`config.mk`:
```
export PLATFORM = sky130hd
export DESIGN_NAME = alarm_scheduler
export DESIGN_NICKNAME = d
export VERILOG_FILES = /design/src/rtl/alarm_pkg.sv /design/src/rtl/bcd_time_counter.sv /design/src/rtl/alarm_scheduler.sv
export SDC_FILE = /design/constraint.sdc
export NUM_CORES = 1
export LEC_CHECK = 0
export BUFFER_PORTS_ARGS = -buffer_cell sky130_fd_sc_hd__buf_2
export CORE_MARGIN = 10
export CORE_UTILIZATION = 40
export CTS_BUF_LIST = sky130_fd_sc_hd__clkbuf_8
export CTS_CLUSTER_DIAMETER = 50
export DETAILED_ROUTE_END_ITERATION = 12
export MAX_ROUTING_LAYER = met4
export PLACE_DENSITY = 0.63
export SETUP_SLACK_MARGIN = 0.3
export SLEW_MARGIN = 40
export SYNTH_ARGS = -nofsm -noshare
export SYNTH_HDL_FRONTEND = slang
export SYNTH_SLANG_ARGS = --single-unit
```
`constraint.sdc`:
```
create_clock -name clk -period 3.6 [get_ports clk]
set_input_delay 0.72 -clock clk [delete_from_list [all_inputs] [get_ports clk]]
set_output_delay 0.72 -clock clk [all_outputs]
set_load 0.005 [all_outputs]
```
`src/rtl/alarm_pkg.sv`:
```
// -----------------------------------------------------------------------------
// alarm_pkg
// Shared types and helpers for the alarm scheduler:
//   state_t   - scheduler FSM states (IDLE / RINGING / SNOOZED)
//   hms_t     - BCD hh:mm:ss, {hh_hi,hh_lo,mm_hi,mm_lo,ss_hi,ss_lo}
//   hm_t      - BCD hh:mm,    {hh_hi,hh_lo,mm_hi,mm_lo}
//   hm_valid  - 1 when every digit is legal and hh<=23, mm<=59
//   hms_valid - as hm_valid, plus ss<=59
// -----------------------------------------------------------------------------
package alarm_pkg;

  typedef enum logic [1:0] {
    ST_IDLE    = 2'd0,
    ST_RINGING = 2'd1,
    ST_SNOOZED = 2'd2
  } state_t;

  typedef struct packed {
    logic [3:0] hh_hi;
    logic [3:0] hh_lo;
    logic [3:0] mm_hi;
    logic [3:0] mm_lo;
    logic [3:0] ss_hi;
    logic [3:0] ss_lo;
  } hms_t;

  typedef struct packed {
    logic [3:0] hh_hi;
    logic [3:0] hh_lo;
    logic [3:0] mm_hi;
    logic [3:0] mm_lo;
  } hm_t;

  // Bounding the tens digits also rules out any digit above 9 in those places.
  function automatic logic hm_valid(input hm_t t);
    return (t.hh_hi <= 4'd2) &&
           (t.hh_lo <= 4'd9) &&
           !((t.hh_hi == 4'd2) && (t.hh_lo > 4'd3)) &&
           (t.mm_hi <= 4'd5) &&
           (t.mm_lo <= 4'd9);
  endfunction

  function automatic logic hms_valid(input hms_t t);
    return hm_valid(hm_t'(t[23:8])) &&
           (t.ss_hi <= 4'd5) &&
           (t.ss_lo <= 4'd9);
  endfunction

endpackage

```
`src/rtl/bcd_time_counter.sv`:
```
// -----------------------------------------------------------------------------
// bcd_time_counter
// 24-hour BCD time-of-day register with second/minute/hour carry chain.
// Ports:
//   clk          - clock, all state on rising edge
//   i_reset_n    - asynchronous active-low reset, clears time to 00:00:00
//   i_tick       - advance by one second
//   i_load       - load i_load_time (takes priority over i_tick)
//   i_load_time  - BCD hh:mm:ss to load (assumed already validated)
//   o_time       - current registered time
//   o_time_inc   - current time plus one second (combinational), used by the
//                  parent to compare against alarms before the edge
// -----------------------------------------------------------------------------
module bcd_time_counter
  import alarm_pkg::*;
(
  input  logic        clk,
  input  logic        i_reset_n,
  input  logic        i_tick,
  input  logic        i_load,
  input  logic [23:0] i_load_time,
  output logic [23:0] o_time,
  output logic [23:0] o_time_inc
);

  hms_t r_time;
  hms_t w_inc;
  logic w_ss_carry;
  logic w_mm_carry;

  always_comb begin
    w_inc      = r_time;
    w_ss_carry = 1'b0;
    w_mm_carry = 1'b0;

    // seconds
    if (r_time.ss_lo == 4'd9) begin
      w_inc.ss_lo = 4'd0;
      if (r_time.ss_hi == 4'd5) begin
        w_inc.ss_hi = 4'd0;
        w_ss_carry  = 1'b1;
      end else begin
        w_inc.ss_hi = r_time.ss_hi + 4'd1;
      end
    end else begin
      w_inc.ss_lo = r_time.ss_lo + 4'd1;
    end

    // minutes
    if (w_ss_carry) begin
      if (r_time.mm_lo == 4'd9) begin
        w_inc.mm_lo = 4'd0;
        if (r_time.mm_hi == 4'd5) begin
          w_inc.mm_hi = 4'd0;
          w_mm_carry  = 1'b1;
        end else begin
          w_inc.mm_hi = r_time.mm_hi + 4'd1;
        end
      end else begin
        w_inc.mm_lo = r_time.mm_lo + 4'd1;
      end
    end

    // hours: 23 wraps to 00, otherwise ordinary decimal carry
    if (w_mm_carry) begin
      if ((r_time.hh_hi == 4'd2) && (r_time.hh_lo == 4'd3)) begin
        w_inc.hh_hi = 4'd0;
        w_inc.hh_lo = 4'd0;
      end else if (r_time.hh_lo == 4'd9) begin
        w_inc.hh_lo = 4'd0;
        w_inc.hh_hi = r_time.hh_hi + 4'd1;
      end else begin
        w_inc.hh_lo = r_time.hh_lo + 4'd1;
      end
    end
  end

  always_ff @(posedge clk or negedge i_reset_n) begin
    if (!i_reset_n) begin
      r_time <= '0;
    end else if (i_load) begin
      r_time <= hms_t'(i_load_time);
    end else if (i_tick) begin
      r_time <= w_inc;
    end
  end

  assign o_time     = r_time;
  assign o_time_inc = w_inc;

endmodule

```
`src/rtl/alarm_scheduler.sv`:
```
// -----------------------------------------------------------------------------
// alarm_scheduler
// Time-of-day clock with NUM_ALARMS programmable hh:mm alarm slots, a ringing
// timeout and a snooze function.
// Ports:
//   clk, reset_n  - clock / asynchronous active-low reset
//   tick          - 1 Hz one-cycle enable
//   set_valid     - load set_time (BCD hh:mm:ss) into the clock
//   alarm_wr      - write alarm_time (BCD hh:mm) into slot alarm_idx
//   alarm_en      - per-slot enable level
//   snooze        - user snooze request (effective while ringing)
//   dismiss       - user dismiss request (wins over snooze)
//   time_bcd      - current time, registered
//   ringing       - high in RINGING
//   ring_id       - slot that triggered the current ring/snooze
//   snoozed       - high in SNOOZED
//   set_err       - one-cycle pulse after an invalid set_valid/alarm_wr
// -----------------------------------------------------------------------------
module alarm_scheduler
  import alarm_pkg::*;
#(
  parameter  int NUM_ALARMS     = 4,
  parameter  int SNOOZE_MIN     = 5,
  parameter  int RING_TIMEOUT_S = 60,
  localparam int IDX_W          = (NUM_ALARMS > 1) ? $clog2(NUM_ALARMS) : 1
)(
  input  logic                  clk,
  input  logic                  reset_n,
  input  logic                  tick,
  input  logic                  set_valid,
  input  logic [23:0]           set_time,
  input  logic                  alarm_wr,
  input  logic [IDX_W-1:0]      alarm_idx,
  input  logic [15:0]           alarm_time,
  input  logic [NUM_ALARMS-1:0] alarm_en,
  input  logic                  snooze,
  input  logic                  dismiss,
  output logic [23:0]           time_bcd,
  output logic                  ringing,
  output logic [IDX_W-1:0]      ring_id,
  output logic                  snoozed,
  output logic                  set_err
);

  localparam int SNOOZE_TICKS = SNOOZE_MIN * 60;
  localparam int SNZ_W        = $clog2(SNOOZE_TICKS + 1);
  localparam int TO_W         = $clog2(RING_TIMEOUT_S + 1);
  localparam logic [SNZ_W-1:0] SNZ_LOAD = SNZ_W'(SNOOZE_TICKS);
  localparam logic [TO_W-1:0]  TO_LOAD  = TO_W'(RING_TIMEOUT_S);

  logic                  w_set_ok;
  logic                  w_alarm_ok;
  logic                  w_tick_adv;
  logic [23:0]           w_time;
  logic [23:0]           w_time_inc;
  hm_t                   r_alarm [NUM_ALARMS];
  logic [NUM_ALARMS-1:0] w_slot_hit;
  logic                  w_hit_any;
  logic [IDX_W-1:0]      w_hit_idx;
  logic                  w_match;
  logic                  w_ring_en;

  state_t                r_state;
  state_t                w_state_next;
  logic [IDX_W-1:0]      r_ring_id;
  logic [IDX_W-1:0]      w_ring_id_next;
  logic [TO_W-1:0]       r_timeout;
  logic [TO_W-1:0]       w_timeout_next;
  logic [SNZ_W-1:0]      r_snooze;
  logic [SNZ_W-1:0]      w_snooze_next;
  logic                  r_set_err;

  // Invalid loads/writes are dropped entirely; only set_err reports them.
  assign w_set_ok   = set_valid && hms_valid(hms_t'(set_time));
  assign w_alarm_ok = alarm_wr && hm_valid(hm_t'(alarm_time));
  // A valid load in the same cycle swallows the tick for time keeping.
  assign w_tick_adv = tick && !w_set_ok;

  bcd_time_counter u_time (
    .clk         (clk),
    .i_reset_n   (reset_n),
    .i_tick      (w_tick_adv),
    .i_load      (w_set_ok),
    .i_load_time (set_time),
    .o_time      (w_time),
    .o_time_inc  (w_time_inc)
  );

  // Alarm slots. Matching compares against the time the clock is about to
  // show, so ringing rises on the same edge the new minute appears.
  genvar gi;
  generate
    for (gi = 0; gi < NUM_ALARMS; gi++) begin : g_slot
      always_ff @(posedge clk or negedge reset_n) begin
        if (!reset_n) begin
          r_alarm[gi] <= '0;
        end else if (w_alarm_ok && (alarm_idx == IDX_W'(gi))) begin
          r_alarm[gi] <= hm_t'(alarm_time);
        end
      end

      assign w_slot_hit[gi] = alarm_en[gi] &&
                              (r_alarm[gi] == hm_t'(w_time_inc[23:8])) &&
                              (w_time_inc[7:0] == 8'h00);
    end
  endgenerate

  // Lowest index wins; scanning downward leaves the lowest hit last.
  always_comb begin
    w_hit_any = 1'b0;
    w_hit_idx = '0;
    for (int k = NUM_ALARMS - 1; k >= 0; k--) begin
      if (w_slot_hit[k]) begin
        w_hit_any = 1'b1;
        w_hit_idx = IDX_W'(k);
      end
    end
  end

  assign w_match   = w_tick_adv && w_hit_any;
  assign w_ring_en = alarm_en[r_ring_id];

  always_comb begin
    w_state_next   = r_state;
    w_ring_id_next = r_ring_id;
    w_timeout_next = r_timeout;
    w_snooze_next  = r_snooze;
    case (r_state)
      ST_IDLE: begin
        if (w_match) begin
          w_state_next   = ST_RINGING;
          w_ring_id_next = w_hit_idx;
          w_timeout_next = TO_LOAD;
        end
      end
      ST_RINGING: begin
        if (!w_ring_en || dismiss) begin
          w_state_next   = ST_IDLE;
          w_timeout_next = '0;
        end else if (snooze) begin
          w_state_next   = ST_SNOOZED;
          w_snooze_next  = SNZ_LOAD;
          w_timeout_next = '0;
        end else if (tick) begin
          if (r_timeout <= TO_W'(1)) begin
            w_state_next   = ST_IDLE;
            w_timeout_next = '0;
          end else begin
            w_timeout_next = r_timeout - TO_W'(1);
          end
        end
      end
      ST_SNOOZED: begin
        // snooze is intentionally not looked at here
        if (!w_ring_en || dismiss) begin
          w_state_next  = ST_IDLE;
          w_snooze_next = '0;
        end else if (tick) begin
          if (r_snooze <= SNZ_W'(1)) begin
            w_state_next   = ST_RINGING;
            w_snooze_next  = '0;
            w_timeout_next = TO_LOAD;
          end else begin
            w_snooze_next = r_snooze - SNZ_W'(1);
          end
        end
      end
      default: begin
        w_state_next = ST_IDLE;
      end
    endcase
  end

  always_ff @(posedge clk or negedge reset_n) begin
    if (!reset_n) begin
      r_state   <= ST_IDLE;
      r_ring_id <= '0;
      r_timeout <= '0;
      r_snooze  <= '0;
      r_set_err <= 1'b0;
    end else begin
      r_state   <= w_state_next;
      r_ring_id <= w_ring_id_next;
      r_timeout <= w_timeout_next;
      r_snooze  <= w_snooze_next;
      r_set_err <= (set_valid && !hms_valid(hms_t'(set_time))) ||
                   (alarm_wr && !hm_valid(hm_t'(alarm_time)));
    end
  end

  assign time_bcd = w_time;
  assign ringing  = (r_state == ST_RINGING);
  assign snoozed  = (r_state == ST_SNOOZED);
  assign ring_id  = r_ring_id;
  assign set_err  = r_set_err;

endmodule

```
==> qor.yml <==
outcome:
  status: "finished, final reports clean"
die:
  die_w_um: 152.7
  initial_core_util: 0.4074
  core_area_um2: 17300
  io_pins: 82
  dieArea_um2: 23330
  die_height_um: 152.7
  core.rowCount: 48
routing:
  avgViaCountPerCell: 5.599
  drt_iter0_markers: 574
  num_vias: 6316
  drtAntennaViolNets: 0
  routedWlPerCell_um: 20.05
  routed_wl_um: 22620
  drt-pass1-iter-count: 5
  drc: 0
grt:
  use_met3: 0.03782
  grt_start_max_net_pins: 56
  busiest_layer: "met2"
  use_met1: 0.2633
  antenna_found_initial: 0
  grt_pass1_wl_um: 35000
  track_usage: 0.1903
  grt_pass1_vias: 6290
  grt_use_met2: 0.2780
  grt_overflow_total: 0
cts:
  cts_root_buffer: "clkbuf_8"
  clk_path_buf_depth: 2
  cts_tree: "done"
  cts.sinks: 108
  clkSlewWorstSetupHoldPaths_ns: 0.11
  cts_buffers: 9
  cts_max_level: 3
  clk-insertion-delay-late_ns: 0.40
placed_design:
  place_congestion: 1.001
  post-dp-hpwl_um: 17300
  numPortBuffers: 81
timing:
  slew_headroom: 0.5225
  tns_ns: 0
  min_period_ns: 3.296
  hold_viol: 0
  rsz0062_at_grt: "yes"
  setup_violations: 0
  fmax_mhz: 303.4
  worst_pin_slew_ns: 0.7162
  fin_skew_ns: 0.01594
  fin_crit_sh: 0.9155
  drv_slew: 0
power:
  leakagePower_nw: 4.021
  vdd_drop_max_v: 0.0002025
  p_per_area_nw_per_um2: 373.9
critical_path:
  cp-end-kind: "flip-flop"
  crit_required_ns: 3.90
  slowest_delay_ns: 0.41
  crit_family: "simple AND/OR/NAND/NOR gates"
  start_kind: "flip-flop"
  slowest_stage: "dfrtp_1"
  crit_path_frequent_cell: "buf_6"
  regToRegSetupSlack_ns: 0.30
  cp_cell_sequence: "buf_6 -> nand3b_1 -> nor4_4 -> buf_6 -> buf_6 -> nand4_1 -> o21ai_2 -> xor2_1 -> nor3_1 -> and4_4 -> nor4_4 -> buf_4 -> o21ai_4 -> a211o_1"
  cp_num_buf_inv: 4
  crit_type: "flip-flop to flip-flop"
  critical_path_peak_fanout: 8
  cp.arrival_ns: 3.60
yosys:
  synth_fa_ha_area_frac: 0.02131
  synth_edf_count: 0
  yosys_register_bits: 108
  async_reset_ff_frac: 1.000
  ys_types: 82
  synth_nets: 820
  synth-simple-area-share: 0.2074
  synth_mux_area_frac: 0.1103
  synth_compound_area_frac: 0.1626
  synth_xor_area_frac: 0.07706
  syn_inst: 755
  synth_top_family_by_area: "simple AND/OR/NAND/NOR gates"
  ys_warn_count: 0
  netlist_area_um2: 7047
  avgSynthCellArea_um2: 9.333
  ys_seq_area_frac: 0.3835
  synth_ff_type: "dfrtp_1"
cells_and_area:
  antenna_cells_inserted: 0
  drive_above_1_share: 0.3355
  nNetsFinal: 963
  fillCellCount: 1627
  fin_util: 0.5094
  area_growth_syn_to_layout_pct: 25.04
min_path:
  worstHoldPathType: "input port to async pin"
job:
  maxCapViolCount: 0
cell type report:
cell class | count | area, um2 | share of cell area
timing repair buffer | 169 | 1116 | 0.1267
inverter | 28 | 105.1 | 0.01193
tap | 225 | 281.5 | 0.03195
sequential | 108 | 2708 | 0.3073
clock buffer | 9 | 123.9 | 0.01406
clock inverter | 7 | 60.06 | 0.006816
multi-input combinational | 582 | 4417 | 0.5013
worst paths after layout:
| path | start | cells after the start | endpoint |
|---|---|---|---|
| setup / recovery | u_time.o_time[10]$_DFFE_PN0P_ | 14 | r_timeout[5]$_DFFE_PN0P_ |
| hold reg to reg | r_snooze[6]$_DFFE_PN0P_ | 1 | r_snooze[6]$_DFFE_PN0P_ |
| max in group asynchronous | reset_n | 2 | r_alarm[40]$_DFFE_PN0P_ |
| setup reg to reg | u_time.o_time[10]$_DFFE_PN0P_ | 14 | r_timeout[5]$_DFFE_PN0P_ |
| hold / removal | reset_n | 1 | u_time.o_time[0]$_DFFE_PN0P_ |
| min in group clk | r_snooze[6]$_DFFE_PN0P_ | 1 | r_snooze[6]$_DFFE_PN0P_ |
power breakdown:
group          switching, W  internal (W)
clock network      0.000460      0.000263
registers          0.000138       0.00133
logic              0.000590      0.000518
through the flow:
stage	setup slack (ns)	hold WS, ns	std cells	power [W]	area [um2]
6_report	0.3042	0.3412	1128	0.003295	8811
5_1_grt	0.1508	0.3926	1128	0.003473	8811
4_1_cts	0.2752	0.3653	1116	0.003215	8507
3_5_place_dp	0.01312	0.4694	1089	0.002445	8113
3_3_place_gp	0.02788	0.4685	1089	0.002440	8108
2_1_floorplan	0.2376	0.4244	755	0.002021	7071
synthesized netlist by cell type (3+ instances only):
cell type,number,area share
a31oi_1,8,0.0071
clkbuf_1,29,0.015
nand3b_1,7,0.0075
dfrtp_1,108,0.38
xnor2_1,42,0.052
nor4_4,3,0.0091
inv_1,28,0.015
and2_1,4,0.0036
a211o_1,4,0.0050
nand2_1,63,0.034
o21a_1,5,0.0053
buf_2,6,0.0043
nor2b_1,14,0.012
or3_1,3,0.0027
o32ai_1,5,0.0062
nor3_1,20,0.014
a21o_1,4,0.0043
and3b_1,5,0.0062
and3_1,6,0.0053
nor3b_1,6,0.0064
o21ai_0,63,0.045
o22a_1,4,0.0050
mux2_2,52,0.083
nand3_1,15,0.011
xor2_1,20,0.025
o22ai_1,5,0.0044
and4_1,3,0.0037
nand2b_1,8,0.0071
nor2_1,53,0.028
a21oi_1,34,0.024
o2111ai_1,3,0.0037
a211oi_1,9,0.0096
nor4b_1,5,0.0062
a2111oi_0,3,0.0037
o41ai_1,3,0.0037
o31ai_1,3,0.0032
nor4_1,9,0.0080
ha_1,12,0.021
nor4_2,3,0.0053
nand4_1,15,0.013
mux2i_1,14,0.020
cells in the final DEF (no fill, tap or decap), types with 16 or more instances in the layout:
cell       n
a21oi_1   32
buf_2     80
buf_4     81
dfrtp_1  104
inv_1     28
mux2_2    52
nand2_1   63
nor2_1    51
nor3_1    16
o21ai_0   61
xnor2_1   39
xor2_1    17
state kept, by name, summed over array words and instances (netlist names):
name / count
u_time.o_time: 24
r_snooze: 9
r_state: 2
r_alarm: 64
set_err: 1
r_timeout: 6
ring_id: 2
cell families after synthesis:
group	count (synthesis)
AO/OA/AOI/OAI	180
XOR/XNOR	62
adder cells (fa/ha/maj)	12
buffers and inverters	65
flip-flops	108
multiplexers	69
AND/OR/NAND/NOR	259
repair_timing:
action | 4_1_cts | 5_1_grt
gates resized for setup | 22 | 45
buffers inserted | 11 | 12
hold buffers | 0 | 0
hold endpoints to repair | 0 | 0
setup endpoints to repair | 9 | 9
pin swaps | 8 | 19
routing by layer:
metal,share of wire,vias up
met2,0.44,223
met5,0,-
li1,-,3022
met1,0.47,3044
met4,0.017,0
met3,0.068,27
Note: power is estimated with default switching activity, not from simulation.
